===== src/rtl/imu_exttime_multi_if.sv =====
// Signal bundle between the sensor channels, the logger readout and imu_exttime_multi.
// The design uses the slave modport and the channel/host side uses the master modport.
interface imu_exttime_multi_if #(
  parameter int NUM_CHN = 4
);
  logic [NUM_CHN-1:0]   en_chn;
  logic [NUM_CHN-1:0]   ts_stb;
  logic [8*NUM_CHN-1:0] ts_data;
  logic                 ts;
  logic                 rdy;
  logic                 rd_stb;
  logic [15:0]          rdata;
  logic [15:0]          drop_cnt;

  modport master (
    output en_chn, ts_stb, ts_data, rd_stb,
    input  ts, rdy, rdata, drop_cnt
  );

  modport slave (
    input  en_chn, ts_stb, ts_data, rd_stb,
    output ts, rdy, rdata, drop_cnt
  );
endinterface


===== src/rtl/imu_exttime_multi.sv =====
// Multi-channel external timestamp logger: byte-serial capture per channel, round-robin
// copy of completed messages into a shared FIFO of 4-word records, first-word-fall-through readout.
module imu_exttime_multi #(
  parameter int NUM_CHN    = 4,
  parameter int FIFO_DEPTH = 4
) (
  input  logic               mclk,
  input  logic               rst_n,
  imu_exttime_multi_if.slave bus
);
  localparam int CW = (NUM_CHN > 1) ? $clog2(NUM_CHN) : 1;
  localparam int AW = $clog2(FIFO_DEPTH * 4);
  localparam int RW = $clog2(FIFO_DEPTH + 1);
  localparam int NW = FIFO_DEPTH * 4;

  localparam logic [0:0]    ST_IDLE  = 1'b0;
  localparam logic [0:0]    ST_COPY  = 1'b1;
  localparam logic [CW-1:0] LAST_CHN = CW'(NUM_CHN - 1);
  localparam logic [RW-1:0] REC_FULL = RW'(FIFO_DEPTH);
  localparam logic [RW-1:0] REC_ONE  = RW'(1);
  localparam logic [AW-1:0] PTR_ONE  = AW'(1);

  function automatic logic [3:0] popcount(input logic [NUM_CHN-1:0] v);
    logic [3:0] n;
    n = 4'd0;
    for (int i = 0; i < NUM_CHN; i++) begin
      n = n + {3'd0, v[i]};
    end
    return n;
  endfunction

  logic               srst_s;
  logic [NUM_CHN-1:0] busy_r;
  logic [NUM_CHN-1:0] pend_r;
  logic [2:0]         cnt_r  [NUM_CHN];
  logic [55:0]        sr_r   [NUM_CHN];
  logic [55:0]        hold_r [NUM_CHN];
  logic [63:0]        msg_s  [NUM_CHN];
  logic [NUM_CHN-1:0] done_s;
  logic [NUM_CHN-1:0] drop_s;
  logic [NUM_CHN-1:0] clr_s;

  logic [0:0]         state_r;
  logic [1:0]         wc_r;
  logic [CW-1:0]      gnt_r;
  logic [CW-1:0]      last_r;
  logic [55:0]        cpy_r;
  logic               ts_r;
  logic [CW-1:0]      sel_s;
  logic               sel_vld_s;
  logic               grant_s;

  logic [15:0]        mem_r [NW];
  logic [AW-1:0]      wr_ptr_r;
  logic [AW-1:0]      rd_ptr_r;
  logic [RW-1:0]      rec_cnt_r;
  logic               wr_en_s;
  logic               wr_last_s;
  logic               pop_s;
  logic               pop_last_s;
  logic [15:0]        wdata_s;
  logic [15:0]        drop_r;
  logic [16:0]        drop_sum_s;

  assign srst_s = (bus.en_chn == {NUM_CHN{1'b0}});

  // Per-channel message assembly and completion/drop detection
  always_comb begin
    for (int k = 0; k < NUM_CHN; k++) begin
      msg_s[k]  = {bus.ts_data[8*k +: 8], sr_r[k]};
      done_s[k] = bus.en_chn[k] & ~bus.ts_stb[k] & busy_r[k] & (cnt_r[k] == 3'd7);
      drop_s[k] = done_s[k] & pend_r[k];
    end
  end

  // Granted channel's pending flag is released on the first COPY cycle
  always_comb begin
    clr_s        = {NUM_CHN{1'b0}};
    clr_s[gnt_r] = (state_r == ST_COPY) && (wc_r == 2'd0);
  end

  // Capture shift registers, byte counters, pending flags and hold registers
  always_ff @(posedge mclk or negedge rst_n) begin
    if (!rst_n) begin
      busy_r <= {NUM_CHN{1'b0}};
      pend_r <= {NUM_CHN{1'b0}};
      for (int k = 0; k < NUM_CHN; k++) begin
        cnt_r[k]  <= 3'd0;
        sr_r[k]   <= 56'd0;
        hold_r[k] <= 56'd0;
      end
    end else begin
      for (int k = 0; k < NUM_CHN; k++) begin
        if (!bus.en_chn[k]) begin
          busy_r[k] <= 1'b0;
          pend_r[k] <= 1'b0;
          cnt_r[k]  <= 3'd0;
          sr_r[k]   <= 56'd0;
        end else begin
          if (bus.ts_stb[k]) begin
            busy_r[k] <= 1'b1;
            cnt_r[k]  <= 3'd0;
          end else if (busy_r[k]) begin
            sr_r[k]  <= msg_s[k][63:8];
            cnt_r[k] <= cnt_r[k] + 3'd1;
            if (cnt_r[k] == 3'd7) begin
              busy_r[k] <= 1'b0;
            end
          end
          if (done_s[k] && !pend_r[k]) begin
            pend_r[k] <= 1'b1;
            hold_r[k] <= msg_s[k][55:0];
          end else if (clr_s[k]) begin
            pend_r[k] <= 1'b0;
          end
        end
      end
    end
  end

  // Round-robin pick: nearest pending channel after last_r wins (loop runs far to near)
  always_comb begin
    int            idx;
    logic [CW-1:0] pos;
    logic          hit;
    sel_s     = LAST_CHN;
    sel_vld_s = 1'b0;
    idx       = 0;
    pos       = {CW{1'b0}};
    hit       = 1'b0;
    for (int i = NUM_CHN; i >= 1; i--) begin
      idx       = int'(last_r) + i;
      idx       = (idx >= NUM_CHN) ? (idx - NUM_CHN) : idx;
      pos       = CW'(idx);
      hit       = pend_r[pos];
      sel_s     = hit ? pos : sel_s;
      sel_vld_s = sel_vld_s | hit;
    end
  end

  assign grant_s = (state_r == ST_IDLE) && sel_vld_s && (rec_cnt_r < REC_FULL) && !srst_s;

  // Arbiter FSM; the granted record is snapshotted so later captures cannot disturb the copy
  always_ff @(posedge mclk or negedge rst_n) begin
    if (!rst_n) begin
      state_r <= ST_IDLE;
      wc_r    <= 2'd0;
      gnt_r   <= {CW{1'b0}};
      last_r  <= LAST_CHN;
      cpy_r   <= 56'd0;
      ts_r    <= 1'b0;
    end else if (srst_s) begin
      state_r <= ST_IDLE;
      wc_r    <= 2'd0;
      gnt_r   <= {CW{1'b0}};
      last_r  <= LAST_CHN;
      ts_r    <= 1'b0;
    end else begin
      ts_r <= grant_s;
      case (state_r)
        ST_IDLE: begin
          if (grant_s) begin
            state_r <= ST_COPY;
            wc_r    <= 2'd0;
            gnt_r   <= sel_s;
            last_r  <= sel_s;
            cpy_r   <= hold_r[sel_s];
          end
        end
        ST_COPY: begin
          wc_r <= wc_r + 2'd1;
          if (wc_r == 2'd3) begin
            state_r <= ST_IDLE;
          end
        end
        default: begin
          state_r <= ST_IDLE;
          wc_r    <= 2'd0;
        end
      endcase
    end
  end

  // Record word for the current COPY cycle; the channel number takes the unused byte 7
  always_comb begin
    case (wc_r)
      2'd0:    wdata_s = cpy_r[47:32];
      2'd1:    wdata_s = {5'b00000, 3'(gnt_r), cpy_r[55:48]};
      2'd2:    wdata_s = cpy_r[15:0];
      2'd3:    wdata_s = cpy_r[31:16];
      default: wdata_s = 16'h0000;
    endcase
  end

  assign wr_en_s    = (state_r == ST_COPY) && !srst_s;
  assign wr_last_s  = wr_en_s && (wc_r == 2'd3);
  assign pop_s      = bus.rd_stb && (rec_cnt_r != {RW{1'b0}}) && !srst_s;
  assign pop_last_s = pop_s && (rd_ptr_r[1:0] == 2'd3);

  // Record FIFO storage, pointers and complete-record counter
  always_ff @(posedge mclk or negedge rst_n) begin
    if (!rst_n) begin
      for (int i = 0; i < NW; i++) begin
        mem_r[i] <= 16'h0000;
      end
      wr_ptr_r  <= {AW{1'b0}};
      rd_ptr_r  <= {AW{1'b0}};
      rec_cnt_r <= {RW{1'b0}};
    end else if (srst_s) begin
      wr_ptr_r  <= {AW{1'b0}};
      rd_ptr_r  <= {AW{1'b0}};
      rec_cnt_r <= {RW{1'b0}};
    end else begin
      if (wr_en_s) begin
        mem_r[wr_ptr_r] <= wdata_s;
        wr_ptr_r        <= wr_ptr_r + PTR_ONE;
      end
      if (pop_s) begin
        rd_ptr_r <= rd_ptr_r + PTR_ONE;
      end
      case ({wr_last_s, pop_last_s})
        2'b10:   rec_cnt_r <= rec_cnt_r + REC_ONE;
        2'b01:   rec_cnt_r <= rec_cnt_r - REC_ONE;
        default: rec_cnt_r <= rec_cnt_r;
      endcase
    end
  end

  assign drop_sum_s = {1'b0, drop_r} + 17'(popcount(drop_s));

  // Saturating drop counter; survives the all-disabled flush, cleared only by rst_n
  always_ff @(posedge mclk or negedge rst_n) begin
    if (!rst_n) begin
      drop_r <= 16'h0000;
    end else begin
      drop_r <= drop_sum_s[16] ? 16'hFFFF : drop_sum_s[15:0];
    end
  end

  assign bus.ts       = ts_r;
  assign bus.rdy      = (rec_cnt_r != {RW{1'b0}});
  assign bus.rdata    = mem_r[rd_ptr_r];
  assign bus.drop_cnt = drop_r;
endmodule


===== src/flat_wrapper.sv =====
// flat-port wrapper written by rule: the top's interface ports become plain ports
module imu_exttime_multi_flat 
#(
  parameter int NUM_CHN    = 4,
  parameter int FIFO_DEPTH = 4
)
  (mclk, rst_n, bus_en_chn, bus_ts_stb, bus_ts_data, bus_rd_stb, bus_ts, bus_rdy, bus_rdata, bus_drop_cnt);
  imu_exttime_multi_if #(.NUM_CHN(NUM_CHN)) bus_i ();
  input  logic mclk;
  input  logic rst_n;
  input wire logic [$bits(bus_i.en_chn)-1:0] bus_en_chn;
  input wire logic [$bits(bus_i.ts_stb)-1:0] bus_ts_stb;
  input wire logic [$bits(bus_i.ts_data)-1:0] bus_ts_data;
  input wire logic [$bits(bus_i.rd_stb)-1:0] bus_rd_stb;
  output wire logic [$bits(bus_i.ts)-1:0] bus_ts;
  output wire logic [$bits(bus_i.rdy)-1:0] bus_rdy;
  output wire logic [$bits(bus_i.rdata)-1:0] bus_rdata;
  output wire logic [$bits(bus_i.drop_cnt)-1:0] bus_drop_cnt;
  assign bus_i.en_chn = bus_en_chn;
  assign bus_i.ts_stb = bus_ts_stb;
  assign bus_i.ts_data = bus_ts_data;
  assign bus_i.rd_stb = bus_rd_stb;
  assign bus_ts = bus_i.ts;
  assign bus_rdy = bus_i.rdy;
  assign bus_rdata = bus_i.rdata;
  assign bus_drop_cnt = bus_i.drop_cnt;
  imu_exttime_multi #(.NUM_CHN(NUM_CHN), .FIFO_DEPTH(FIFO_DEPTH)) u_core (.mclk(mclk), .rst_n(rst_n), .bus(bus_i));
endmodule

===== config.mk =====
export PLATFORM = sky130hd
export DESIGN_NAME = imu_exttime_multi_flat
export DESIGN_NICKNAME = d
export VERILOG_FILES = /design/src/rtl/imu_exttime_multi_if.sv /design/src/rtl/imu_exttime_multi.sv /design/src/flat_wrapper.sv
export SDC_FILE = /design/constraint.sdc
export NUM_CORES = 1
export LEC_CHECK = 0
export CAP_MARGIN = 25
export CELL_PAD_IN_SITES_DETAIL_PLACEMENT = 0
export CELL_PAD_IN_SITES_GLOBAL_PLACEMENT = 1
export CORE_AREA = 8 8 272 248
export CTS_CLUSTER_DIAMETER = 40
export DETAILED_ROUTE_END_ITERATION = 6
export DIE_AREA = 0 0 280 256
export PLACE_DENSITY = 0.82
export SLEW_MARGIN = 10
export SYNTH_ARGS = -nofsm -noshare
export SYNTH_HDL_FRONTEND = slang
export SYNTH_SLANG_ARGS = --single-unit

===== constraint.sdc =====
create_clock -name mclk -period 10.7 [get_ports mclk]
set_input_delay 1.07 -clock mclk [delete_from_list [all_inputs] [get_ports mclk]]
set_output_delay 1.07 -clock mclk [all_outputs]
set_load 0.02 [all_outputs]

* Yosys cells after proc, flatten, opt, wreduce, memory -nomap -nowiden *
Cells that the tools add are included.

cells by class
  $mul = 0
  shifts and indexed selects = 0
  magnitude comparators = 15
  bitwise gates (word level) = 29
  add/sub/neg operators = 21
  divide/modulo/power cells = 0
  equal/unequal tests = 28
  multiplexer cells = 99
  reduce and logical (&&, ||, !) cells = 38

operators by type and width
  kind                 count
  $mux 56              14
  $bwmux 256           1
  $bmux 56 s2          1
  $bmux 16 s4          1
  $demux 16 s4         1
  $mux 16              4
  $pmux 16 s4          1
  $mux 3               13
  $mux 1               37
  $mux 2               14
  $ne 3x1->1 const B   9
  $reduce_and 2->1     10
  $add 16x4->17        1
  $and 1x1->1          16
  $mux 4               4
  $add 3x1->3 const B  5
  $logic_and 1x1->1    15
  $lt 2x3->1 const B   5
  $eq 3x3->1 const B   4
  $ge 3x3->1 const B   4
  $ge 5x5->1 const B   2
  $ne 2x1->1 const B   5
  $not 4->5            2
  $add 4x1->4          2
  other kinds (30)     59

word-level totals
  input bits = 43
  output and inout bits = 34
  memories = 0
  bits in read-only memories = 0
  register bits = 815
  latch bits = 0
  bits in writable memories = 0

* Logic depth before layout (Yosys ltp) *
Gate-level depths: netlist of run 1.

  depth in word-level cells = 14
  gate-level depth with buffers = 16

* Worst setup path before layout of run 1 *
No wires, ideal clock.

  path type = input -> register
  start = in bus_ts_stb[0]
  end = reg u_core.drop_r[5] (netlist: u_core.bus.drop_cnt[5])
  library setup time = 0.069 ns
  data arrival time = 4.588 ns
  cell stages on the path = 16
  setup slack = 6.042 ns
  buffers on the path = 4
  data required time = 10.631 ns
  cell sequence = inv_1 and3_1 clkbuf_1 clkbuf_1 buf_1 and3_1 ha_1 fa_1 ha_1 inv_1 fa_1 nand2b_1 a21oi_1 nand4_1 clkbuf_1 nand3_1

between the ends
  cells in the longest elaborated chain, start to end = 10

ends and longest elaborated chain
  element                   line                      text
  start: declaration        flat_wrapper.sv:12        input wire logic [$bits(bus_i.ts_stb)-1:0] bus_ts_stb;
  $not 1->1                 imu_exttime_multi.sv:71   done_s[k] = bus.en_chn[k] & ~bus.ts_stb[k] & busy_r[k] & (cnt_r[k] == 3'd7);
  $and 1x1->1 (3 in a row)  imu_exttime_multi.sv:71
  $and 1x1->1               imu_exttime_multi.sv:72   drop_s[k] = done_s[k] & pend_r[k];
  $add 1x1->2               imu_exttime_multi.sv:27   n = n + {3'd0, v[i]};
  $add 4x1->4 (2 in a row)  imu_exttime_multi.sv:27
  $add 16x4->17             imu_exttime_multi.sv:229  assign drop_sum_s = {1'b0, drop_r} + 17'(popcount(drop_s));
  $mux 16                   imu_exttime_multi.sv:236  drop_r <= drop_sum_s[16] ? 16'hFFFF : drop_sum_s[15:0];
  end signal: assignment    imu_exttime_multi.sv:236
  end: declaration          imu_exttime_multi.sv:62   logic [15:0] drop_r;

Every way passes these cells.
A chain may end at the register's enable or synchronous reset.

* Worst setup path after layout of run 1 *
  start = in bus_en_chn[1]
  end = reg u_core.drop_r[13] (netlist: u_core.bus.drop_cnt[13])

between the ends
  cells in the longest elaborated chain, start to end = 9

ends and longest elaborated chain
  element                   line                      text
  start: declaration        flat_wrapper.sv:11        input wire logic [$bits(bus_i.en_chn)-1:0] bus_en_chn;
  $and 1x1->1 (3 in a row)  imu_exttime_multi.sv:71
  $and 1x1->1               imu_exttime_multi.sv:72
  $add 1x1->2               imu_exttime_multi.sv:27
  $add 4x1->4 (2 in a row)  imu_exttime_multi.sv:27
  $add 16x4->17             imu_exttime_multi.sv:229
  $mux 16                   imu_exttime_multi.sv:236

Every way passes these cells.

==> results of run 1 <==
worst reg2reg max path: cells and delay by family, from the launching register on:
| family | cells | cell delay, ns |
|---|---|---|
| simple gates | 5 | 1.42 |
| fa+ha+maj | 4 | 1.38 |
| buf+inv | 2 | 0.63 |
| flops | 1 | 0.52 |
| compound gates | 1 | 0.49 |
| mux | 1 | 0.16 |
layer usage:
metal / track usage, % / vias up / share of wire (%)
met2: 35.3 / 945 / 43
li1: - / 9958 / -
met5: 1.11 / - / 0.12
met1: 37.8 / 11800 / 45
met4: 7.12 / 2 / 2.4
met3: 7.08 / 168 / 9.9
worst max path at each step:
stage	start	end	slack, ns	depth (start not counted)
4_1_cts	bus_en_chn[0]	u_core.bus.drop_cnt[13]	5.25	13
3_3_place_gp	bus_en_chn[0]	u_core.bus.drop_cnt[13]	4.75	13
3_5_place_dp	bus_en_chn[0]	u_core.bus.drop_cnt[13]	4.59	13
2_1_floorplan	bus_ts_stb[0]	u_core.bus.drop_cnt[5]	6.04	16
6_report	bus_en_chn[1]	u_core.bus.drop_cnt[13]	5.50	14
5_1_grt	bus_en_chn[1]	u_core.bus.drop_cnt[13]	5.17	14
power groups by stage:
| stage | clock (µW) | combinational (µW) | sequential (µW) |
|---|---|---|---|
| global placement | 0 | 1120 | 3390 |
| CTS | 3950 | 1150 | 3350 |
| floorplan | 0 | 706 | 3320 |
| detailed placement | 0 | 1140 | 3400 |
| finish | 3910 | 1140 | 3350 |
| global route | 4090 | 1230 | 3370 |
Yosys cell counts, types with 26 or more instances:
| master | count |
|---|---|
| nand3_1 | 88 |
| nand2_1 | 300 |
| buf_2 | 37 |
| o21ai_0 | 323 |
| a21oi_1 | 30 |
| mux2i_1 | 41 |
| mux2_2 | 226 |
| clkbuf_1 | 162 |
| a22o_1 | 224 |
| mux4_2 | 80 |
| nand2b_1 | 26 |
| nor2_1 | 46 |
| dfrtp_1 | 813 |
logic make-up (layout without fill, tap and decap cells):
logic type | Yosys count | after routing | synth area share (%)
AND/OR/NAND/NOR | 518 | 518 | 6.75
XOR/XNOR | 20 | 20 | 0.513
adder cells (fa/ha/maj) | 27 | 27 | 1.06
AO/OA/AOI/OAI | 737 | 737 | 15.0
flip-flops | 815 | 815 | 59.8
multiplexers | 347 | 347 | 13.9
buffers and inverters | 244 | 357 | 2.97
layout make-up:
class / count / share of cell area, %
clock inverter: 77 / 2.44
timing repair buffer: 131 / 3.19
multi-input combinational: 1649 / 32.5
tap: 855 / 2.69
clock buffer: 132 / 7.68
sequential: 815 / 51.4
inverter: 17 / 0.161
sequential cells by signal (all words and copies together), names as in the netlist:
name	cells
u_core.mem_r	256
u_core.hold_r	224
u_core.msg_s	224
u_core.cpy_r	56
u_core.bus.drop_cnt	16
u_core.cnt_r	12
u_core.busy_r	4
u_core.pend_r	4
u_core.rd_ptr_r	4
u_core.wr_ptr_r	4
u_core.rec_cnt_r	3
u_core.gnt_r	2
u_core.last_r	2
u_core.wc_r	2
u_core.bus.ts	1
u_core.state_r	1
stage by stage:
stage               total power [µW]  hold WS [ns]  util, %  instances  setup WS [ns]
global route                    8680         0.495     63.0       3676           5.17
detailed placement              4540         0.465     56.4       3462           4.59
CTS                             8450         0.477     62.8       3671           5.25
global placement                4510         0.456     56.4       3462           4.75
floorplan                       4030         0.445        -       2708           6.04
finish                          8400         0.473     63.0       3676           5.50
==> results.sh, run 1 <==
export IMPL_outcome="complete, no violations"
export IMPL_worst_setup_path_start_kind="primary input"
export IMPL_grt_pass1_vias=22900
export IMPL_cts_path_max_buffers=3
export IMPL_synthesis_nets=2778
export IMPL_seqPwrFrac_pct=39.8
export IMPL_dpl_cell_area_mm2=0.0356
export IMPL_synth_avg_cell_area_um2=12.6
export IMPL_async_flop_share_pct=100
export IMPL_drive_above_1_share_pct=21.6
export IMPL_fin_crit_ns=5.20
export IMPL_swShare_pct=27.5
export IMPL_critPathRequiredTime_ns=11.28
export IMPL_grt_max_degree=185
export IMPL_finalHoldViolCount=0
export IMPL_criticalPathCategory="primary input to flop"
export IMPL_crit_slowest_cell="clkdlybuf4s50_1"
export IMPL_postCtsSetupRepairBufs=0
export IMPL_finClkSkew_ns=0.0294
export IMPL_num_vias=22900
export IMPL_final_cell_mix="dfrtp_1, o21ai_0, nand2_1, mux2_2, a22o_1"
export IMPL_firstDrtPassIters=6
export IMPL_cts_tree="built"
export IMPL_synth_area_leaders="dfrtp_1, mux2_2, a22o_1, mux4_2, o21ai_0"
export IMPL_drtIter0Drc=2291
export IMPL_setup_viol=0
export IMPL_slew_viol_final=0
export IMPL_max_freq_mhz=192
export IMPL_worstHoldStart="u_core.mem_r[203]"
export IMPL_worstSetupEndpointType="flop"
export IMPL_yosys_cell_types_count=56
export IMPL_antennaDiodeCount=0
export IMPL_multi_input_area_mm2=0.0129
export IMPL_die_w_um=280
export IMPL_synth_main_ff_cell="dfrtp_1"
export IMPL_grt_first_pass_wirelength_um=141000
export IMPL_nFillCells=4640
export IMPL_die_area_mm2=0.0717
export IMPL_r2r_end="u_core.bus.drop_cnt[13]"
export IMPL_crit_family="simple AND/OR/NAND/NOR gates"
export IMPL_core_area_mm2=0.0631
export IMPL_whs_path_depth=2
export IMPL_grt_usage_pct=25.1
export IMPL_vias_per_cell=6.23
export IMPL_hpwlAfterDp_um=53400
export IMPL_num_io_pins=77
export IMPL_cts_resized=0
export IMPL_clk_latency_ns=0.67
export IMPL_critPathMaxStageDelay_ns=0.63
export IMPL_start_util_pct=54.1
export IMPL_fin_tns_setup_ns=0
export IMPL_antenna_left=0
export IMPL_syn_area_mm2=0.0341
export IMPL_syn_inst=2708
export IMPL_num_rows=88
export IMPL_ys_warn_count=0
export IMPL_layout_commonest_cell="dfrtp_1"
export IMPL_hold_buffers=0
export IMPL_synth_top_cell_by_area="dfrtp_1"
export IMPL_path_cells="clkdlybuf4s50_1, and3_2, buf_4, and3_1, ha_1, fa_1, ha_1, inv_1, fa_1, nand2b_1, a21oi_1, nand4_1, nand2_1, mux2_2"
export IMPL_leakagePower_uw=0.0184
export IMPL_chipHeight_um=256
export IMPL_min_to="u_core.mem_r[203]"
export IMPL_regArea_mm2=0.0204
export IMPL_p_switching_uw=2310
export IMPL_crit_buf_inv=3
export IMPL_finish_instance_area_mm2=0.0397
export IMPL_synth_edf_count=0
export IMPL_relSlewSlack_pct=26.5
export IMPL_syn_to_final_growth_pct=16.4
export IMPL_pwr_share_comb_pct=13.6
export IMPL_ys_ff_latch=815
export IMPL_worstMarginPinSlew_ns=1.10
export IMPL_p_clk_share_pct=46.6
export IMPL_io_buffers=76
export IMPL_hold_path_class="flop to flop"
export IMPL_rr_startpoint="u_core.busy_r[1]"
export IMPL_synth_top_area_share_pct=59.6
export IMPL_crit_path_max_fanout=58
export IMPL_cp_arrival_ns=5.78
export IMPL_routed_wl_um=90000
export IMPL_numCtsBuffers=111
export IMPL_clkTransAtPathRegs_ns=0.06
export IMPL_clock_sinks=815
export IMPL_ys_seq_area_share_pct=59.8
export IMPL_gp_congestion=0.835
export IMPL_htreeDepth=3
export IMPL_r2r_cells=13
export IMPL_peakVddDrop_mv=0.151
export IMPL_rsz0062_at_grt="no"
export IMPL_drc=0
export IMPL_finalCritPeriodShare_pct=48.6
export IMPL_antenna_found_initial=0
export IMPL_wl_per_cell_um=24.5
export IMPL_powerDensity_mw_per_mm2=211
export IMPL_p_int_uw=6090
export IMPL_grt_ovfl_total=0
export IMPL_drv_cap=0
export IMPL_nNetsFinal=2795
export IMPL_root_buffer="clkbuf_16"
export IMPL_r2r_slack_ns=6.04
Note: power is estimated with default switching activity, not from simulation.
==> inputs of run 2 (changes only) <==
- CORE_AREA: 8 8 272 248 -> 8 8 297 270
- DIE_AREA: 0 0 280 256 -> 0 0 305 278
- PLACE_DENSITY: 0.82 -> 0.73
- clock period: 10.7 -> 4.7 ns (I/O delays scaled with it)
==> results.sh, run 2 (synthesis results as in run 1) <==
export IMPL_grt_pass1_vias=23300
export IMPL_top_register="u_core.mem_r"
export IMPL_grt_ovfl_total=0
export IMPL_die_area_mm2=0.0848
export IMPL_cp_depth=4
export IMPL_cts_tree="built"
export IMPL_num_vias=22900
export IMPL_finalCritPeriodShare_pct=88.9
export IMPL_fin_tns_setup_ns=0
export IMPL_drtIter0Drc=1974
export IMPL_firstDrtPassIters=6
export IMPL_dp_cells=3617
export IMPL_r2r_cells=13
export IMPL_drv_cap=0
export IMPL_syn_to_final_growth_pct=18.1
export IMPL_leakagePower_uw=0.0186
export IMPL_crit_slowest_cell="dfrtp_4"
export IMPL_powerDensity_mw_per_mm2=479
export IMPL_finClkSkew_ns=0.0336
export IMPL_crit_path_frequent_cell="mux4_2"
export IMPL_clock_sinks=815
export IMPL_worstMarginPinSlew_ns=1.14
export IMPL_setup_viol=0
export IMPL_vias_per_cell=5.95
export IMPL_num_rows=96
export IMPL_chipHeight_um=278
export IMPL_hold_path_class="primary input to flop"
export IMPL_antenna_left=0
export IMPL_routed_wl_um=93100
export IMPL_largest_reg_flops=256
export IMPL_final_cells=3839
export IMPL_final_cell_mix="dfrtp_1, o21ai_0, nand2_1, mux2_2, a22o_1"
export IMPL_whs_path_depth=2
export IMPL_antennaDiodeCount=0
export IMPL_root_buffer="clkbuf_16"
export IMPL_drc=0
export IMPL_clkTransAtPathRegs_ns=0.06
export IMPL_grt_first_pass_wirelength_um=146000
export IMPL_critPathRequiredTime_ns=4.23
export IMPL_crit_family="multiplexers"
export IMPL_hpwlAfterDp_um=58900
export IMPL_slew_viol_final=0
export IMPL_finalHoldViolCount=0
export IMPL_fin_crit_ns=4.18
export IMPL_gp_congestion=0.851
export IMPL_nNetsFinal=2828
export IMPL_cp_arrival_ns=3.71
export IMPL_cts_resized=0
export IMPL_io_buffers=76
export IMPL_clk_latency_ns=0.68
export IMPL_holdWs_ns=0.393
export IMPL_wl_per_cell_um=24.3
export IMPL_r2r_slack_ns=0.81
export IMPL_criticalPathCategory="flop to output port"
export IMPL_htreeDepth=3
export IMPL_peakVddDrop_mv=0.345
export IMPL_path_cells="buf_12, mux4_2, mux4_2, clkdlybuf4s50_1"
export IMPL_crit_path_max_fanout=42
export IMPL_max_freq_mhz=239
export IMPL_antenna_found_initial=0
export IMPL_worst_setup_path_start_kind="flop"
export IMPL_drive_above_1_share_pct=22.2
export IMPL_relSlewSlack_pct=24.3
export IMPL_nFillCells=6148
export IMPL_worstSetupEndpointType="output port"
export IMPL_die_w_um=305
export IMPL_layout_commonest_cell="dfrtp_1"
export IMPL_critPathMaxStageDelay_ns=0.99
export IMPL_num_io_pins=77
export IMPL_cts_path_max_buffers=3
export IMPL_outcome="complete, no violations"
export IMPL_core_area_mm2=0.0753
export IMPL_crit_buf_inv=2
export IMPL_numCtsBuffers=116
export IMPL_rsz0062_at_grt="no"
export IMPL_grt_usage_pct=21.9
export IMPL_start_util_pct=45.3
export IMPL_grt_max_degree=122
## run 2: worst paths after layout
check / start / end
min in group asynchronous: rst_n / u_core.msg_s[112]
max in group asynchronous: rst_n / u_core.mem_r[111]
worst max-delay path: u_core.rd_ptr_r[0] / bus_rdata[12]
worst min register to register: u_core.mem_r[95] / u_core.mem_r[95]
worst max register to register: u_core.cnt_r[9] / u_core.bus.drop_cnt[6]
worst min-delay path: bus_ts_data[11] / u_core.msg_s[179]
## run 2: layout make-up
type / instances / area, µm² / area share (%)
well taps: 980 / 1230 / 3.04
multi-input cells: 1649 / 12900 / 31.9
flip-flops and latches: 815 / 20400 / 50.7
repair buffers: 159 / 1610 / 3.99
inverters: 17 / 63.8 / 0.158
clock buffers: 133 / 3100 / 7.69
clock inverters: 86 / 1030 / 2.55
## run 2: repair_timing
action                                  in CTS  in global routing
hold buffers                                 1                  0
hold endpoints to repair                    89                  0
endpoints found under the setup margin       0                  0
setup buffers                                0                  0
## run 2: metal layers
metal  track usage [%]  routed length, µm  vias to the layer above
met2              32.3              41100                      777
met1              32.5              42900                    11900
met5                 0                  0                        -
met4              5.53               1880                        0
met3              5.21               7270                      151
li1                  -                  -                    10100
## run 2: report_power, final
part,switching [µW],total [µW],internal [µW],leakage [µW]
Sequential,357,7680,7320,0.0113
Combinational,1570,2560,988,0.00527
Clock,3490,9050,5560,0.00197
## run 2: stage by stage
step           util [%]  total power [µW]  worst slack [ns]  area [µm²]
6_report           53.5             19300             0.524       40300
5_1_grt            53.5             20000             0.308       40300
4_1_cts            53.4             19500             0.408       40200
3_5_place_dp       47.9             10400             0.310       36100
3_3_place_gp       47.9             10300             0.408       36100
2_1_floorplan         -              9170             0.614       34100
==> patch, RTL diff (config.mk and constraints of run 2) <==
`NUM_CHN` is set to 4 in 3 places; all go to 2.
--- a/src/rtl/imu_exttime_multi_if.sv
+++ b/src/rtl/imu_exttime_multi_if.sv
@@ -2,5 +2,5 @@
 // The design uses the slave modport and the channel/host side uses the master modport.
 interface imu_exttime_multi_if #(
-  parameter int NUM_CHN = 4
+  parameter int NUM_CHN = 2
 );
   logic [NUM_CHN-1:0]   en_chn;
--- a/src/rtl/imu_exttime_multi.sv
+++ b/src/rtl/imu_exttime_multi.sv
@@ -2,5 +2,5 @@
 // copy of completed messages into a shared FIFO of 4-word records, first-word-fall-through readout.
 module imu_exttime_multi #(
-  parameter int NUM_CHN    = 4,
+  parameter int NUM_CHN    = 2,
   parameter int FIFO_DEPTH = 4
 ) (
--- a/src/flat_wrapper.sv
+++ b/src/flat_wrapper.sv
@@ -2,5 +2,5 @@
 module imu_exttime_multi_flat 
 #(
-  parameter int NUM_CHN    = 4,
+  parameter int NUM_CHN    = 2,
   parameter int FIFO_DEPTH = 4
 )
Interface: changed (resized bus_en_chn, bus_ts_data and bus_ts_stb); port bits go from 77 to 57. The function was not compared with the original's and may differ.
==> patch against run 2 <==
The run now ends with DRC left; sequential share of layout area is 1.4 points lower; routed wire length fell by 38%; sequential cell count fell by 236; critical path depth is 1 higher; cell area is 27% lower; non-clock buffer count decreased by 57; area after synthesis fell by 27%; worst setup slack gained 0.25 ns; total power is 37% lower; largest cell class unchanged; largest power group unchanged; highest routed layer unchanged.
==> patch: results (changes against run 2) <==
[run_status]
run_status = complete, but fails checks
violations = DRC

[synth]
ys_seq_area_frac = 0.583  ; -0.0146
synthArstFlopShare = 1.00  ; unchanged
ys_top_cells_by_area = dfrtp_1 (58%), mux2_2 (14%), mux2i_1 (5.5%)
synth_top_cell_by_area = dfrtp_1
synth_mux_area_frac = 0.229  ; +0.0894
synthXorXnorAreaFrac = 0.00670  ; +0.00156
synth_commonest_cells = dfrtp_1 (578), mux2_2 (303), mux2i_1 (137)
synth_warnings = 0  ; unchanged
synthAdderAreaFrac = 0.0107  ; +0.000115
yosys.cell_types.count = 54  ; -3.6%
synth-compound-area-share = 0.0964  ; -0.0533

[place]
io_buffers = 56  ; -26%
placed_cell_area_um2 = 26500  ; -27%
dp_hpwl_um = 35400  ; -40%
place_congestion = 0.750  ; -12%

[layout]
nets = 1939  ; -31%
drive_gt1_frac = 0.294  ; +0.0719
n_fill_cell = 6907  ; +12%
largest_register_ffs = 256  ; unchanged
diodes = 0  ; unchanged
top_register = u_core.mem_r

[clock_tree]
root_buffer = clkbuf_16
post-cts-setup-buffers = 0  ; unchanged
worstSkewPairLatency_ns = 0.63  ; -0.05 ns
cts_buffers = 85  ; -27%
cts_resized = 0  ; unchanged
h-tree-depth = 3  ; unchanged
postCtsHoldBufs = 1  ; unchanged

[power]
p_leak_nw = 13.8  ; -25%
ir_drop_uv = 284  ; -18%

[detailed_routing]
drc = 1  ; +1
vias = 15300  ; -33%
dr.pass1.iters = 7  ; +1
drtIter0Drc = 1085  ; -45%
wire_per_inst_um = 19.7  ; -19%

[worst_setup_path]
crit_slowest_cell = dfrtp_4
cp_max_fo = 38  ; -9.5%
cp_slowest_stage_delay_ns = 0.90  ; -0.09 ns
crit_arrival_ns = 3.46  ; -0.25 ns
cp_top_family = buffers and inverters

[sta]
fin_skew_ns = 0.0350  ; +0.00136 ns
slew_headroom = 0.296  ; +0.0533

[global_route]
grt_usage = 0.137  ; -0.0822
grt_max_degree = 124  ; +1.6%
grt_pass1_wl_um = 93900  ; -36%
grt_pass1_vias = 16200  ; -30%

==> patch: changes by cell type after synthesis, moves of 36 or more <==
cell / before / now
o21ai_0: 323 / 84
dfrtp_1: 813 / 578
nand2_1: 300 / 105
a22o_1: 224 / 112
mux2i_1: 41 / 137
clkbuf_1: 162 / 76
nand3_1: 88 / 6
mux2_2: 226 / 303
mux4_2: 80 / 32
nor2_1: 46 / 82
==> patch: routing by layer <==
metal / GRT usage / share of wire / vias up
li1: - / - / 6847
met1: 0.177 / 0.44 / 8053
met2: 0.231 / 0.49 / 278
met3: 0.0251 / 0.041 / 93
met4: 0.0437 / 0.022 / 0
met5: 0 / 0 / -
==> patch: cell families after synthesis <==
family | after synthesis
AO/OA/AOI/OAI | 340
XOR/XNOR | 19
adder cells (fa/ha/maj) | 20
buffers and inverters | 163
flip-flops | 579
multiplexers | 484
AND/OR/NAND/NOR | 244
==> patch: where the power goes <==
group	internal, mW	leakage (nW)	switching (mW)
combinational	0.280	4.62	0.358
clock	3.88	1.40	2.47
sequential	5.15	7.83	0.0914
==> patch: stage by stage <==
stage / instances / hold slack (ns) / setup slack, ns / utilization / power, mW
after global placement: 2784 / 0.461 / 0.905 / 0.351 / 5.94
after CTS: 2944 / 0.407 / 0.711 / 0.390 / 12.4
after detailed placement: 2786 / 0.470 / 0.920 / 0.351 / 5.98
after global routing: 2946 / 0.425 / 0.579 / 0.391 / 12.7
final: 2946 / 0.455 / 0.773 / 0.391 / 12.2
after floorplan: 1849 / 0.174 / 1.23 / - / 5.65
==> patch: worst reg2reg max path: cells and delay by family (launching register included) <==
kind / cells / cell delay (ns)
buffers and inverters: 1 / 0.06
flip-flops: 1 / 0.39
adder cells (fa/ha/maj): 5 / 1.31
AND/OR/NAND/NOR: 3 / 0.94
multiplexers: 1 / 0.33
==> patch: layout make-up <==
class / instances / area share
clock buffers: 98 / 0.0771
multi-input cells: 1107 / 0.329
inverters: 21 / 0.00268
clock inverters: 59 / 0.0226
flip-flops and latches: 579 / 0.493
well taps: 980 / 0.0417
repair buffers: 102 / 0.0341
==> patch: worst paths after layout <==
check	slack, ns	end	cells after the start	startpoint
setup / recovery	0.77	bus_rdata[14]	5	u_core.rd_ptr_r[0]$_DFFE_PN0P_
hold / removal	0.45	u_core.msg_s[115]$_DFFE_PN0P_	2	bus_ts_data[3]
setup reg to reg	1.55	u_core.bus.drop_cnt[14]$_DFF_PN0_	10	u_core.cnt_r[3]$_DFFE_PN0P_
hold reg to reg	0.48	u_core.mem_r[186]$_DFFE_PN0P_	2	u_core.mem_r[186]$_DFFE_PN0P_
max in group asynchronous	2.91	u_core.bus.drop_cnt[5]$_DFF_PN0_	3	rst_n
min in group asynchronous	0.55	u_core.mem_r[128]$_DFFE_PN0P_	2	rst_n
